--- config.mk ---
export PLATFORM = sky130hd
export DESIGN_NAME = pam_gray_mapper
export DESIGN_NICKNAME = d
export VERILOG_FILES = /design/src/rtl/serdes_sym_pkg.sv /design/src/rtl/sym_out_slice.sv /design/src/rtl/pam_gray_mapper.sv
export SDC_FILE = /design/constraint.sdc
export NUM_CORES = 1
export LEC_CHECK = 0
export CORE_ASPECT_RATIO = 1.75
export CORE_MARGIN = 4
export CORE_UTILIZATION = 45
export DETAILED_ROUTE_END_ITERATION = 6
export DONT_BUFFER_PORTS = 1
export SYNTH_ARGS = -nofsm -noshare
export SYNTH_HDL_FRONTEND = slang
export SYNTH_SLANG_ARGS = --single-unit
--- constraint.sdc ---
create_clock -name clk -period 4 [get_ports clk]
set_clock_uncertainty 0.1 [all_clocks]
set_input_delay 0.4 -clock clk [delete_from_list [all_inputs] [get_ports clk]]
set_output_delay 0.4 -clock clk [all_outputs]
set_load 0.01 [all_outputs]
--- src/rtl/serdes_sym_pkg.sv ---
// rtl/serdes_sym_pkg.sv - shared symbol-mapping constants and Gray helpers
package serdes_sym_pkg;

  localparam int MAX_BITS_PER_SYM = 8;

  // PAM4 level indices, lowest to highest eye level; Tx and Rx must agree
  localparam logic [1:0] PAM4_LVL_M3 = 2'd0;
  localparam logic [1:0] PAM4_LVL_M1 = 2'd1;
  localparam logic [1:0] PAM4_LVL_P1 = 2'd2;
  localparam logic [1:0] PAM4_LVL_P3 = 2'd3;

  function automatic logic [MAX_BITS_PER_SYM-1:0] bin2gray(
    input logic [MAX_BITS_PER_SYM-1:0] b
  );
    return b ^ (b >> 1);
  endfunction

  function automatic logic [MAX_BITS_PER_SYM-1:0] gray2bin(
    input logic [MAX_BITS_PER_SYM-1:0] g
  );
    logic [MAX_BITS_PER_SYM-1:0] b;
    b[MAX_BITS_PER_SYM-1] = g[MAX_BITS_PER_SYM-1];
    for (int i = MAX_BITS_PER_SYM - 2; i >= 0; i--) begin
      b[i] = b[i+1] ^ g[i];
    end
    return b;
  endfunction

endpackage

--- src/rtl/sym_out_slice.sv ---
// rtl/sym_out_slice.sv - single-entry valid/ready output register (load, hold, drain)
module sym_out_slice #(
  parameter int W = 2
) (
  input  logic         clk,
  input  logic         rstn,
  input  logic         load,
  input  logic [W-1:0] load_data,
  input  logic         out_ready,
  output logic [W-1:0] out_data,
  output logic         out_valid,
  output logic         out_free
);

  assign out_free = !out_valid || out_ready;

  // load has priority so a handoff and a new symbol can share one edge
  always_ff @(posedge clk) begin
    if (!rstn) begin
      out_valid <= 1'b0;
      out_data  <= '0;
    end else if (load) begin
      out_valid <= 1'b1;
      out_data  <= load_data;
    end else if (out_ready) begin
      out_valid <= 1'b0;
    end
  end

endmodule

--- src/rtl/pam_gray_mapper.sv ---
// rtl/pam_gray_mapper.sv - serial bits to PAM-2^N symbols with Gray/binary map and flush
module pam_gray_mapper
  import serdes_sym_pkg::*;
#(
  parameter int BITS_PER_SYM = 2,
  parameter int MSB_FIRST    = 1,
  parameter int CNT_W        = 32
) (
  input  logic                    clk,
  input  logic                    rstn,
  input  logic                    in_data,
  input  logic                    in_valid,
  output logic                    in_ready,
  input  logic                    flush,
  input  logic                    gray_en,
  output logic [BITS_PER_SYM-1:0] sym_out,
  output logic                    sym_valid,
  input  logic                    sym_ready,
  output logic [CNT_W-1:0]        sym_count
);

  localparam int CW = $clog2(BITS_PER_SYM + 1);
  localparam logic [CW-1:0] LAST = CW'(BITS_PER_SYM - 1);

  logic [CW-1:0]               cnt;
  logic [BITS_PER_SYM-1:0]     shreg;
  logic                        flush_pend;

  logic                        out_free;
  logic                        flush_req;
  logic                        accept;
  logic                        complete;
  logic                        flush_svc;
  logic                        load;
  logic [BITS_PER_SYM-1:0]     shreg_in;
  logic [BITS_PER_SYM-1:0]     pad_word;
  logic [BITS_PER_SYM-1:0]     word;
  logic [BITS_PER_SYM-1:0]     mapped;
  logic [MAX_BITS_PER_SYM-1:0] word_ext;

  assign flush_req = flush || flush_pend;
  assign in_ready  = !flush_req && ((cnt != LAST) || out_free);
  assign accept    = in_valid && in_ready;
  assign complete  = accept && (cnt == LAST);
  assign flush_svc = flush_req && (cnt != '0) && out_free;
  assign load      = complete || flush_svc;

  always_comb begin
    shreg_in = shreg;
    if (MSB_FIRST != 0) begin
      shreg_in    = shreg << 1;
      shreg_in[0] = in_data;
    end else begin
      for (int i = 0; i < BITS_PER_SYM; i++) begin
        if (cnt == CW'(i)) shreg_in[i] = in_data;
      end
    end
  end

  // MSB-first partials are left-justified; LSB-first partials already sit low
  always_comb begin
    pad_word = shreg;
    if (MSB_FIRST != 0) pad_word = shreg << (CW'(BITS_PER_SYM) - cnt);
  end

  always_comb begin
    word     = complete ? shreg_in : pad_word;
    word_ext = MAX_BITS_PER_SYM'(word);
    mapped   = gray_en ? BITS_PER_SYM'(bin2gray(word_ext)) : word;
  end

  always_ff @(posedge clk) begin
    if (!rstn) begin
      cnt        <= '0;
      shreg      <= '0;
      flush_pend <= 1'b0;
    end else begin
      if (load) begin
        cnt   <= '0;
        shreg <= '0;
      end else if (accept) begin
        cnt   <= cnt + CW'(1);
        shreg <= shreg_in;
      end
      if (flush_req && ((cnt == '0) || flush_svc)) begin
        flush_pend <= 1'b0;
      end else if (flush) begin
        flush_pend <= 1'b1;
      end
    end
  end

  always_ff @(posedge clk) begin
    if (!rstn) begin
      sym_count <= '0;
    end else if (sym_valid && sym_ready) begin
      sym_count <= sym_count + CNT_W'(1);
    end
  end

  sym_out_slice #(
    .W (BITS_PER_SYM)
  ) u_out (
    .clk       (clk),
    .rstn      (rstn),
    .load      (load),
    .load_data (mapped),
    .out_ready (sym_ready),
    .out_data  (sym_out),
    .out_valid (sym_valid),
    .out_free  (out_free)
  );

endmodule

======== Yosys cells after proc, flatten, opt, wreduce, memory -nomap -nowiden ========
Index checks and enable logic that the tools add are counted.
storage, ports and cells
  register bits ........................... 40
  output and inout port bits .............. 36
  logic and storage cells ................. 37
operators by class
  add/sub/neg operators ................... 3
  equality and inequality tests ........... 2
  shift operators ......................... 1
  muxes and demuxes ....................... 4
  bitwise logic cells ..................... 2
  reduce and logical (&&, ||, !) cells .... 19
operator list
  cell                                            number
  adder 32 x 1 -> 32 bit (second input constant)  1
  logical AND 1 bit                               7
  logical OR 1 bit                                5
  two-way mux 2 bit                               2
  nonzero test 2 bit                              2
  OR reduction 2 bit                              2
  adder 2 x 1 -> 2 bit (second input constant)    1
  == test 2 x 1 -> 1 bit (second input constant)  1
  zero test 1 bit                                 2
  zero test 2 bit                                 1
  two-way mux 1 bit                               2
  != test 2 x 1 -> 1 bit (second input constant)  1
  left shift 2 x 2 -> 2 bit                       1
  subtractor 2 bit (first input constant)         1
  bitwise XOR 2 x 1 -> 2 bit                      1
  NOT 1 bit                                       1

======== Logic depth before layout (Yosys ltp) ========
Gate-level depths: netlist (run 1).
  depth in word-level cells ............... 9
  mapped depth ............................ 7
  depth with buffers taken out ............ 7

======== By module ========
A second synthesis (run 1) with hierarchy kept.
second synthesis, totals
  cells, all modules ...................... 222
  area, all modules ....................... 1945.6 µm²
modules (own cells, without submodules)
  module           instances  cells each  area an instance (µm²)
  pam_gray_mapper  1          212         1828.0
  sym_out_slice    1          10          117.6

======== Worst setup path before layout (run 1) ========
OpenSTA, ideal clock, no wires.
  kind .................................... register -> register
  start ................................... register sym_count[0]
  end ..................................... register sym_count[22]
  arrival time ............................ 1.549 ns
  data required time ...................... 3.785 ns
  path slack .............................. 2.236 ns
  cell stages (with the launch flop) ...... 8
  path buffers ............................ 1
  period minus slack after synthesis ...... 1.764 ns
  path through ............................ dfxtp_1 > ha_1 > and3_1 > buf_2 > nand3_1 > nor4_2 > xor2_1 > and2_1
on the way
  longest elaborated chain between the ends .. 1
ends and longest elaborated chain
  item                    RTL line               RTL
  start, declared         pam_gray_mapper.sv:19  output logic [CNT_W-1:0] sym_count
  start signal, assigned  pam_gray_mapper.sv:97  sym_count <= sym_count + CNT_W'(1);
  adder 32 x 1 -> 32 bit  pam_gray_mapper.sv:97
Every way passes these cells.
A chain may end at the register's enable or synchronous reset.

======== Worst setup path after layout (run 1) ========
  start ................................... register sym_count[0]
  end ..................................... register sym_count[12]
Same word-level chain as after synthesis.

==> results of run 1 <==
[critical path: cells and delay by family (launching register included)]
kind            cells  cell delay, ns
fa+ha+maj           1            0.17
compound gates      1            0.21
simple gates        3            0.99
flops               1            0.45
[cell type report]
cell class | instances | area, um^2 | share of cell area, %
multi-input cells | 168 | 1140 | 53.3
clock inverters | 1 | 30.0 | 1.40
flip-flops and latches | 40 | 801 | 37.3
well taps | 49 | 61.3 | 2.86
clock buffers | 7 | 96.3 | 4.49
inverters | 4 | 15.0 | 0.699
[worst max path at each step]
| stage | depth (start not counted) | slack (ns) | to |
|---|---|---|---|
| floorplan | 7 | 2.24 | sym_count[22] |
| global placement | 5 | 2.03 | sym_count[23] |
| detailed placement | 5 | 1.98 | sym_count[25] |
| CTS | 5 | 1.96 | sym_count[25] |
| global route | 5 | 1.82 | sym_count[25] |
| finish | 5 | 2.00 | sym_count[12] |
[layout by cell type, fill, tap and decap left out, types with 7 or more instances in the layout]
cell type,instances
nand2_1,25
nand3_1,8
and2_1,19
mux2i_1,9
clkbuf_8,7
nor3_1,9
nand4_1,8
xor2_1,10
xnor2_1,11
dfxtp_1,40
nor2_1,8
nand2b_1,10
[metrics by stage]
| stage | instances | cell area (um^2) |
|---|---|---|
| 2_1_floorplan | 219 | 1990 |
| 3_3_place_gp | 261 | 2020 |
| 3_5_place_dp | 261 | 2020 |
| 4_1_cts | 269 | 2150 |
| 5_1_grt | 269 | 2150 |
| 6_report | 269 | 2150 |
[state kept, by name, summed over array words and instances (netlist names)]
| name | flops |
|---|---|
| u_out.out_data | 2 |
| cnt | 2 |
| u_out.out_valid | 1 |
| shreg | 2 |
| flush_pend | 1 |
| sym_count | 32 |
[cells by family (layout without fill, tap and decap cells)]
kind of cell               after synthesis  count (layout)  synth area share (%)
buffers and inverters                   11              12                  2.20
DFF                                     40              40                  40.3
muxes                                    9               9                  4.53
adders and majority gates                3               3                  1.89
and+or+nand+nor                        112             112                  33.6
xor gates and xnor gates                21              21                  9.25
AOI/OAI and AO/OA                       23              23                  8.24
[metal layers]
| layer | routed length (um) | part of all wire, % |
|---|---|---|
| met2 | 2290 | 55 |
| met1 | 1620 | 39 |
| met4 | 48 | 1.1 |
| met5 | 0 | 0 |
| met3 | 216 | 5.2 |
[power by group]
| group | internal, W | switching [W] | leakage (nW) |
|---|---|---|---|
| sequential | 0.000402 | 0.00000576 | 0.323 |
| clock | 0.000220 | 0.000136 | 0.0645 |
| combinational | 0.0000136 | 0.0000133 | 0.507 |
| total | 0.000636 | 0.000155 | 0.894 |
==> qor.yml, run 1 <==
power:
  report.power.total_w: 0.000791
  total_leakage_power_nw: 0.894
  power.ir.vdd_worst_uv: 239
  power-per-cell-area_mw_per_mm2: 368
synth:
  ys_seq_elements: 40
  avgSynthCellArea_um2: 9.08
  async_reset_ff_share_pct: 0
  synth_enable_flop_cells: 0
  yosys.area.top_type: "dfxtp_1"
  synthDistinctLibCells: 40
  ys_seq_area_share_pct: 40.3
  post_synth_main_area_contributors: "dfxtp_1 40%, and2_1 6.0%, xnor2_1 4.8%"
  synth_flop_cell: "dfxtp_1"
  yosys_top_cell_area_share_pct: 40.3
  netlist_top_cells_count: "40 x dfxtp_1, 25 x nand2_1, 19 x and2_1, 11 x xnor2_1"
  synth_area_mm2: 0.00199
  post_synthesis_net_count: 229
  synthesis.instances: 219
  synth.most_common_cell: "dfxtp_1"
  yosys_warnings: 0
worst_setup_path:
  worst-r2r-cell-count: 5
  crit_path_start: "sym_count[0]"
  cp_max_fo: 9
  timing_worst_setup_path_type: "reg -> reg"
  timing.critical_path.from_type: "flip-flop"
  worst_setup_path_end_kind: "flip-flop"
  crit_slowest_cell: "dfxtp_1"
  crit_path_cell_trace: "ha_1 > and3_1 > nand3_1 > or3_1 > a21boi_0"
  arrival_ns: 2.10
  setup.reg_to_reg.worst_slack_ns: 2.00
  worst_ep_required_time_ns: 4.10
  crit-reg2reg-capture: "sym_count[12]"
  r2r_start: "sym_count[0]"
  slowest_delay_ns: 0.45
floorplanning:
  start_util_pct: 47.5
  design.core.area_mm2: 0.00419
  floorplan.rows: 31
  die_w_um: 58.2
  die-area_mm2: 0.00559
  boundaryPins: 43
  die_height_um: 95.9
global_routing:
  global_route.overflow_total: 0
  grt_use_total_pct: 16.2
  first_global_vias: 1551
  grt-busiest-layer: "met2"
  groute.layer.met1.usage_pct: 16.4
  grt_antenna_before_repair: 0
  grt_max_degree: 47
  gr-usage-met2_pct: 30.2
  use_met3_pct: 3.76
  grt_first_pass_wirelength_mm: 6.97
min_path:
  hold_path_class: "in -> reg"
  min_path_cells: 1
  min_to: "sym_count[14]"
  min_from: "rstn"
cts:
  holdBufCountCts: 0
  clkLatencyLatePin_ns: 0.29
  cts_tree: "built"
  clock_tree.htree_level_count: 2
  cts_root_cell: "clkbuf_8"
  postCtsSetupBuffers: 0
  cts-buffers-inserted: 5
  cts.repair.resized: 0
  clock_sink_count: 40
  clockBufferDepth: 2
  clock_pin_slew_reported_for_the_worst_setup_and_hold_paths_after_clock_tree_synthesis_ns: 0.07
timing:
  worst-slew-pin-transition_ns: 0.548
  report.final.setup_viol: 0
  report.final.hold_viol_count: 0
  finalMaxSlewViolations: 0
  holdWs_ns: 0.134
  final_period_minus_worst_setup_slack_ns: 2.00
  final.setup.worst_slack_ns: 2.00
  rel_slew_slack_pct: 63.2
  setup_repair_after_global_routing_missed_its_margin: "no"
  tns_ns: 0
  fmax_ghz: 0.500
  finalCritPeriodShare_pct: 50.0
placed_design:
  place.detailed.hpwl_mm: 3.07
  portBuffers: 0
  place.gp.congestion: 0.820
  post-place-ws_ns: 1.98
route:
  drc: 0
  route.vias.total: 1540
  dr.pass1.iters: 6
  wl_per_cell_um: 15.5
  starting_drc_count_in_detailed_routing: 58
  count_of_antenna_violating_nets_left_after_detailed_routing: 0
  route.final.wire_length_mm: 4.18
  post_drt_via_cell_ratio: 5.72
final_layout:
  share_of_final_layout_standard_cells_stronger_than_drive_strength_1_pct: 8.64
  fill_cells: 418
  diodes: 0
  final_util_pct: 51.3
  layout.nets: 229
  area.growth.synth_to_final_pct: 7.99
job:
  maxCapViolCount: 0
status:
  outcome: "finished clean"
(Power assumes the default switching activity.)
==> run 2, diff against run 1 <==
Settings changed: ABC_AREA set to 1.
Clock period 4 ns to 2 ns, I/O delays scaled along.
==> run 2 against run 1 <==
Compared with the run above:
- first-iteration DRC count is 95% higher
- count of clock-buffer cells in the layout is 1 lower
- worst hold slack worse by 0.11 ns
- total power is 77% higher
- routed wire length is 37% higher
- fmax is 17% higher
- largest power group unchanged
- register-to-register slack worse by 1.7 ns
- utilization is 0.68 points lower
==> qor.yml, run 2 <==
timing:
  report.final.hold_viol_count: 0
  worst-slew-pin-transition_ns: 0.657
  finalMaxSlewViolations: 0
  setup_repair_after_global_routing_missed_its_margin: "no"
  fmax_ghz: 0.584
  finalCritPeriodShare_pct: 85.6
  final_period_minus_worst_setup_slack_ns: 1.71
  holdWs_ns: 0.0227
  report.final.setup_viol: 0
  tns_ns: 0
  rel_slew_slack_pct: 56.1
synth:
  yosys_top_cell_area_share_pct: 34.5
  synth.most_common_cell: "nand2_1"
  ys_seq_area_share_pct: 34.5
  yosys_warnings: 0
  post_synth_main_area_contributors: "dfxtp_1 35%, nand2_1 19%, nor2_1 9.5%"
  netlist_top_cells_count: "119 x nand2_1, 59 x nor2_1, 40 x dfxtp_1, 36 x inv_1, 17 x a21oi_1"
  avgSynthCellArea_um2: 6.50
  post_synthesis_net_count: 367
  ys_seq_elements: 40
  synthDistinctLibCells: 32
  synth_flop_cell: "dfxtp_1"
  yosys.area.top_type: "dfxtp_1"
  synthesis.instances: 357
  synth_area_mm2: 0.00232
  async_reset_ff_share_pct: 0
  synth_enable_flop_cells: 0
final_layout:
  area.growth.synth_to_final_pct: 8.52
  number_of_flip_flops_in_the_largest_register: 32
  final_cell_count_no_fill: 423
  share_of_final_layout_standard_cells_stronger_than_drive_strength_1_pct: 10.0
  mostFrequentLayoutCell: "nand2_1"
  layout.nets: 379
  layout.cells.most_common_list: "119 x nand2_1, 59 x nor2_1, 40 x dfxtp_1"
  diodes: 0
  max_flop_register: "sym_count"
status:
  outcome: "finished clean"
worst_setup_path:
  slowest_delay_ns: 0.34
  timing.critical_path.from_type: "flip-flop"
  crit_path_cell_trace: "ha_1 > clkinv_1 > nor2_4 > nand3_4 > nor2_4 > nand2_2 > nor2_4 > nand2_1 > nand2_1 > inv_1 > nor2_1"
  critical_path.top_delay_family: "simple AND/OR/NAND/NOR gates"
  crit_slowest_cell: "dfxtp_1"
  cp_max_fo: 4
  worst_setup_path_end_kind: "flip-flop"
  timing_worst_setup_path_type: "reg -> reg"
  most_numerous_cell_on_the_critical_path: "nor2_4"
  arrival_ns: 1.85
  critPathBufInv: 2
  worst_ep_required_time_ns: 2.14
route:
  route.final.wire_length_mm: 5.74
  dr.pass1.iters: 4
  drc: 0
  post_drt_via_cell_ratio: 5.05
  starting_drc_count_in_detailed_routing: 113
  route.vias.total: 2137
  wl_per_cell_um: 13.6
  count_of_antenna_violating_nets_left_after_detailed_routing: 0
cts:
  clockBufferDepth: 2
  clock_sink_count: 40
  clock_pin_slew_reported_for_the_worst_setup_and_hold_paths_after_clock_tree_synthesis_ns: 0.08
  cts-buffers-inserted: 5
  clock_tree.htree_level_count: 2
  cts_root_cell: "clkbuf_8"
  clkLatencyLatePin_ns: 0.29
  postCtsSetupBuffers: 0
  cts_tree: "built"
global_routing:
  global_route.overflow_total: 0
  grt_max_degree: 17
  grt_antenna_before_repair: 0
  grt_use_total_pct: 19.2
  grt_first_pass_wirelength_mm: 10.0
  first_global_vias: 2185
floorplanning:
  floorplan.rows: 34
  die_w_um: 62.3
  start_util_pct: 46.6
  die_height_um: 103
  design.core.area_mm2: 0.00498
  boundaryPins: 43
  die-area_mm2: 0.00641
placed_design:
  dp.cells: 413
  place.detailed.hpwl_mm: 4.54
  portBuffers: 0
  place.gp.congestion: 0.913
min_path:
  hold_path_class: "in -> reg"
power:
  total_leakage_power_nw: 0.906
  power-per-cell-area_mw_per_mm2: 558
  power.ir.vdd_worst_uv: 480
job:
  maxCapViolCount: 0
==> run 2: final cells by class <==
class / count / area, um^2
Fill cell: 539 / 2460
Multi-Input combinational cell: 273 / 1340
Sequential cell: 40 / 801
Inverter: 39 / 146
Timing Repair Buffer: 10 / 82.6
Clock buffer: 6 / 72.6
Tap cell: 54 / 67.6
Clock inverter: 1 / 5.00
==> run 2: what timing repair did <==
item | CTS | global route
resized for setup | 0 | 0
hold buffers | 3 | 0
endpoints found under the hold margin | 19 | 0
setup endpoints to repair | 0 | 0
==> run 2: power breakdown <==
group	internal [W]	switching [W]
Sequential	0.000803	0.00000631
Clock	0.000237	0.000272
Combinational	0.0000280	0.0000562
==> run 2: tightest hold or removal path: stages <==
cell,delay (ns)
nand3_1,0.06
nand3_1,0.07
nand2_1,0.05
==> run 2: final timing paths <==
path	from	end	slack, ns	depth (start not counted)
setup reg to reg	sym_count[0]	sym_count[24]	0.29	11
hold reg to reg	cnt[1]	cnt[1]	0.36	2
hold / removal	gray_en	u_out.out_data[0]	0.02	3
setup / recovery	sym_count[0]	sym_count[24]	0.29	11
==> run 2: kinds of logic after synthesis <==
group,Yosys count,synth area share (%)
buf+inv,44,7.61
xor+xnor,6,2.27
simple gates,230,46.3
fa+ha+maj,3,1.62
compound gates,34,7.71
flops,40,34.5
==> run 2: layer usage <==
metal | vias to the layer above | track usage, % | routed length (um)
met5 | - | 0 | 0
met4 | 0 | 7.03 | 104
met3 | 9 | 4.14 | 255
met2 | 38 | 37.1 | 3080
met1 | 942 | 20.2 | 2300
li1 | 1148 | - | -
==> run 2: metrics by stage <==
step | util, % | area [um^2] | power [W] | setup slack [ns]
5_1_grt | 50.6 | 2520 | 0.00148 | 0.103
4_1_cts | 50.6 | 2520 | 0.00143 | 0.271
6_report | 50.6 | 2520 | 0.00140 | 0.287
3_5_place_dp | 48.4 | 2410 | 0.000903 | 0.291
2_1_floorplan | - | 2320 | 0.000886 | 0.308
3_3_place_gp | 48.4 | 2410 | 0.000902 | 0.309
==> run 3, diff against run 2 <==
Settings changed: HOLD_SLACK_MARGIN set to 0.12, PLACE_DENSITY set to 0.72.
==> run 3 against run 2 <==
Compared with the run above:
- non-clock buffer count unchanged
- sequential share of layout area is 0.30 points lower
- clock power grew 12%
- design area increased by 0.94%
- sequential cell count stayed put
- highest routed layer unchanged
==> qor.yml, run 3 (synthesized netlist as in run 2, its figures left out) <==
status:
  outcome: "finished clean"
timing:
  final_period_minus_worst_setup_slack_ns: 1.71
  tns_ns: 0
  report.final.hold_viol_count: 0
  fmax_ghz: 0.586
  report.final.setup_viol: 0
  worst-slew-pin-transition_ns: 0.631
  finalCritPeriodShare_pct: 85.3
  finalMaxSlewViolations: 0
  setup_repair_after_global_routing_missed_its_margin: "no"
  rel_slew_slack_pct: 58.0
power:
  total_leakage_power_nw: 0.916
  power-per-cell-area_mw_per_mm2: 578
  p_seq_share_pct: 55.3
  internal-power_w: 0.00111
  power.ir.vdd_worst_uv: 436
  part_of_the_power_in_combinational_logic_pct: 5.8
  power.share.switching_pct: 24.1
  p_switching_w: 0.000354
  power.share.clock_pct: 38.9
worst_setup_path:
  timing.critical_path.from_type: "flip-flop"
  crit_path_start: "sym_count[11]"
  worst_ep_required_time_ns: 2.10
  timing_worst_setup_path_type: "reg -> reg"
  worst_setup_path_end_kind: "flip-flop"
  r2r_start: "sym_count[11]"
  arrival_ns: 1.81
  cp_max_fo: 6
floorplanning:
  start_util_pct: 46.6
  die_height_um: 103
  die_w_um: 62.3
  die-area_mm2: 0.00641
  boundaryPins: 43
  floorplan.rows: 34
  design.core.area_mm2: 0.00498
placed_design:
  place.detailed.hpwl_mm: 4.48
  place.gp.congestion: 0.842
  portBuffers: 0
  placed_cell_area_mm2: 0.00239
final_layout:
  max_flop_register: "sym_count"
  layout.nets: 379
  mostFrequentLayoutCell: "nand2_1"
  layout.cells.most_common_list: "119 x nand2_1, 59 x nor2_1, 40 x dfxtp_1"
  area.growth.synth_to_final_pct: 9.55
  multi_input_area_mm2: 0.00134
  regArea_um2: 801
  share_of_final_layout_standard_cells_stronger_than_drive_strength_1_pct: 9.73
  diodes: 0
  finalInstanceArea_mm2: 0.00254
  fill_cells: 498
  number_of_flip_flops_in_the_largest_register: 32
cts:
  cts-buffers-inserted: 5
  cts_root_cell: "clkbuf_8"
  clock_tree.htree_level_count: 2
  clkLatencyLatePin_ns: 0.30
  clock_pin_slew_reported_for_the_worst_setup_and_hold_paths_after_clock_tree_synthesis_ns: 0.08
  clock_sink_count: 40
  cts_tree: "built"
  clockBufferDepth: 2
  postCtsSetupBuffers: 0
route:
  route.final.wire_length_mm: 5.66
  wl_per_cell_um: 13.3
  dr.pass1.iters: 4
  route.vias.total: 2188
  drc: 0
  count_of_antenna_violating_nets_left_after_detailed_routing: 0
  starting_drc_count_in_detailed_routing: 89
  post_drt_via_cell_ratio: 5.16
min_path:
  hold_path_class: "in -> reg"
  min_from: "flush"
global_routing:
  grt_use_total_pct: 18.9
  global_route.overflow_total: 0
  grt_max_degree: 18
  grt_antenna_before_repair: 0
  first_global_vias: 2155
  grt_first_pass_wirelength_mm: 9.72
job:
  maxCapViolCount: 0
## run 3: cell type report
type | count | share of cell area, %
clock buffers | 7 | 3.40
well taps | 54 | 2.66
clock inverters | 1 | 0.295
multi-input cells | 273 | 52.8
inverters | 39 | 5.76
repair buffers | 10 | 3.55
flip-flops and latches | 40 | 31.5
## run 3: worst max-delay path: stages (launching register included)
cell and delay [ns]:
dfxtp_1 0.50, nand2_1 0.15, nor2_1 0.27, nand2_1 0.18, nor3b_2 0.23, nand2_1 0.07
nand2_1 0.06, nor2_1 0.04
## run 3: path summary, 6_finish.rpt
check	to	slack, ns	depth (start not counted)
max	sym_count[17]	0.29	7
min	flush_pend	0.14	2
max reg2reg	sym_count[17]	0.29	7
min reg2reg	cnt[1]	0.37	2
## run 3: stage by stage
stage               power [W]  setup slack (ns)  hold slack (ns)  cells  util (%)
floorplan            0.000886             0.308            0.231    357         -
finish                0.00147             0.294            0.144    424      51.1
detailed placement   0.000902             0.300            0.229    411      48.1
global placement     0.000900             0.316            0.226    411      48.1
global route          0.00153            0.0801            0.185    424      51.1
CTS                   0.00148             0.122            0.127    424      51.0
## run 3: power groups by stage
stage / Sequential [W] / Clock (W) / Combinational [W]
floorplan: 0.000831 / 0 / 0.0000548
global placement: 0.000830 / 0 / 0.0000701
detailed placement: 0.000830 / 0 / 0.0000720
CTS: 0.000812 / 0.000587 / 0.0000858
global route: 0.000813 / 0.000621 / 0.0000980
finish: 0.000812 / 0.000571 / 0.0000853
## run 3: layer usage
layer  track usage, %  share of wire, %  vias up
met4             9.31               2.2        0
met3             4.58               5.2       11
li1                 -                 -     1140
met1             18.4                38      983
met2             36.4                54       54
met5                0                 0        -
## run 3: what timing repair did
item                       CTS  global route
hold buffers                 5             0
resized for setup            0             1
setup endpoints to repair    0             1
hold endpoints to repair    26             0
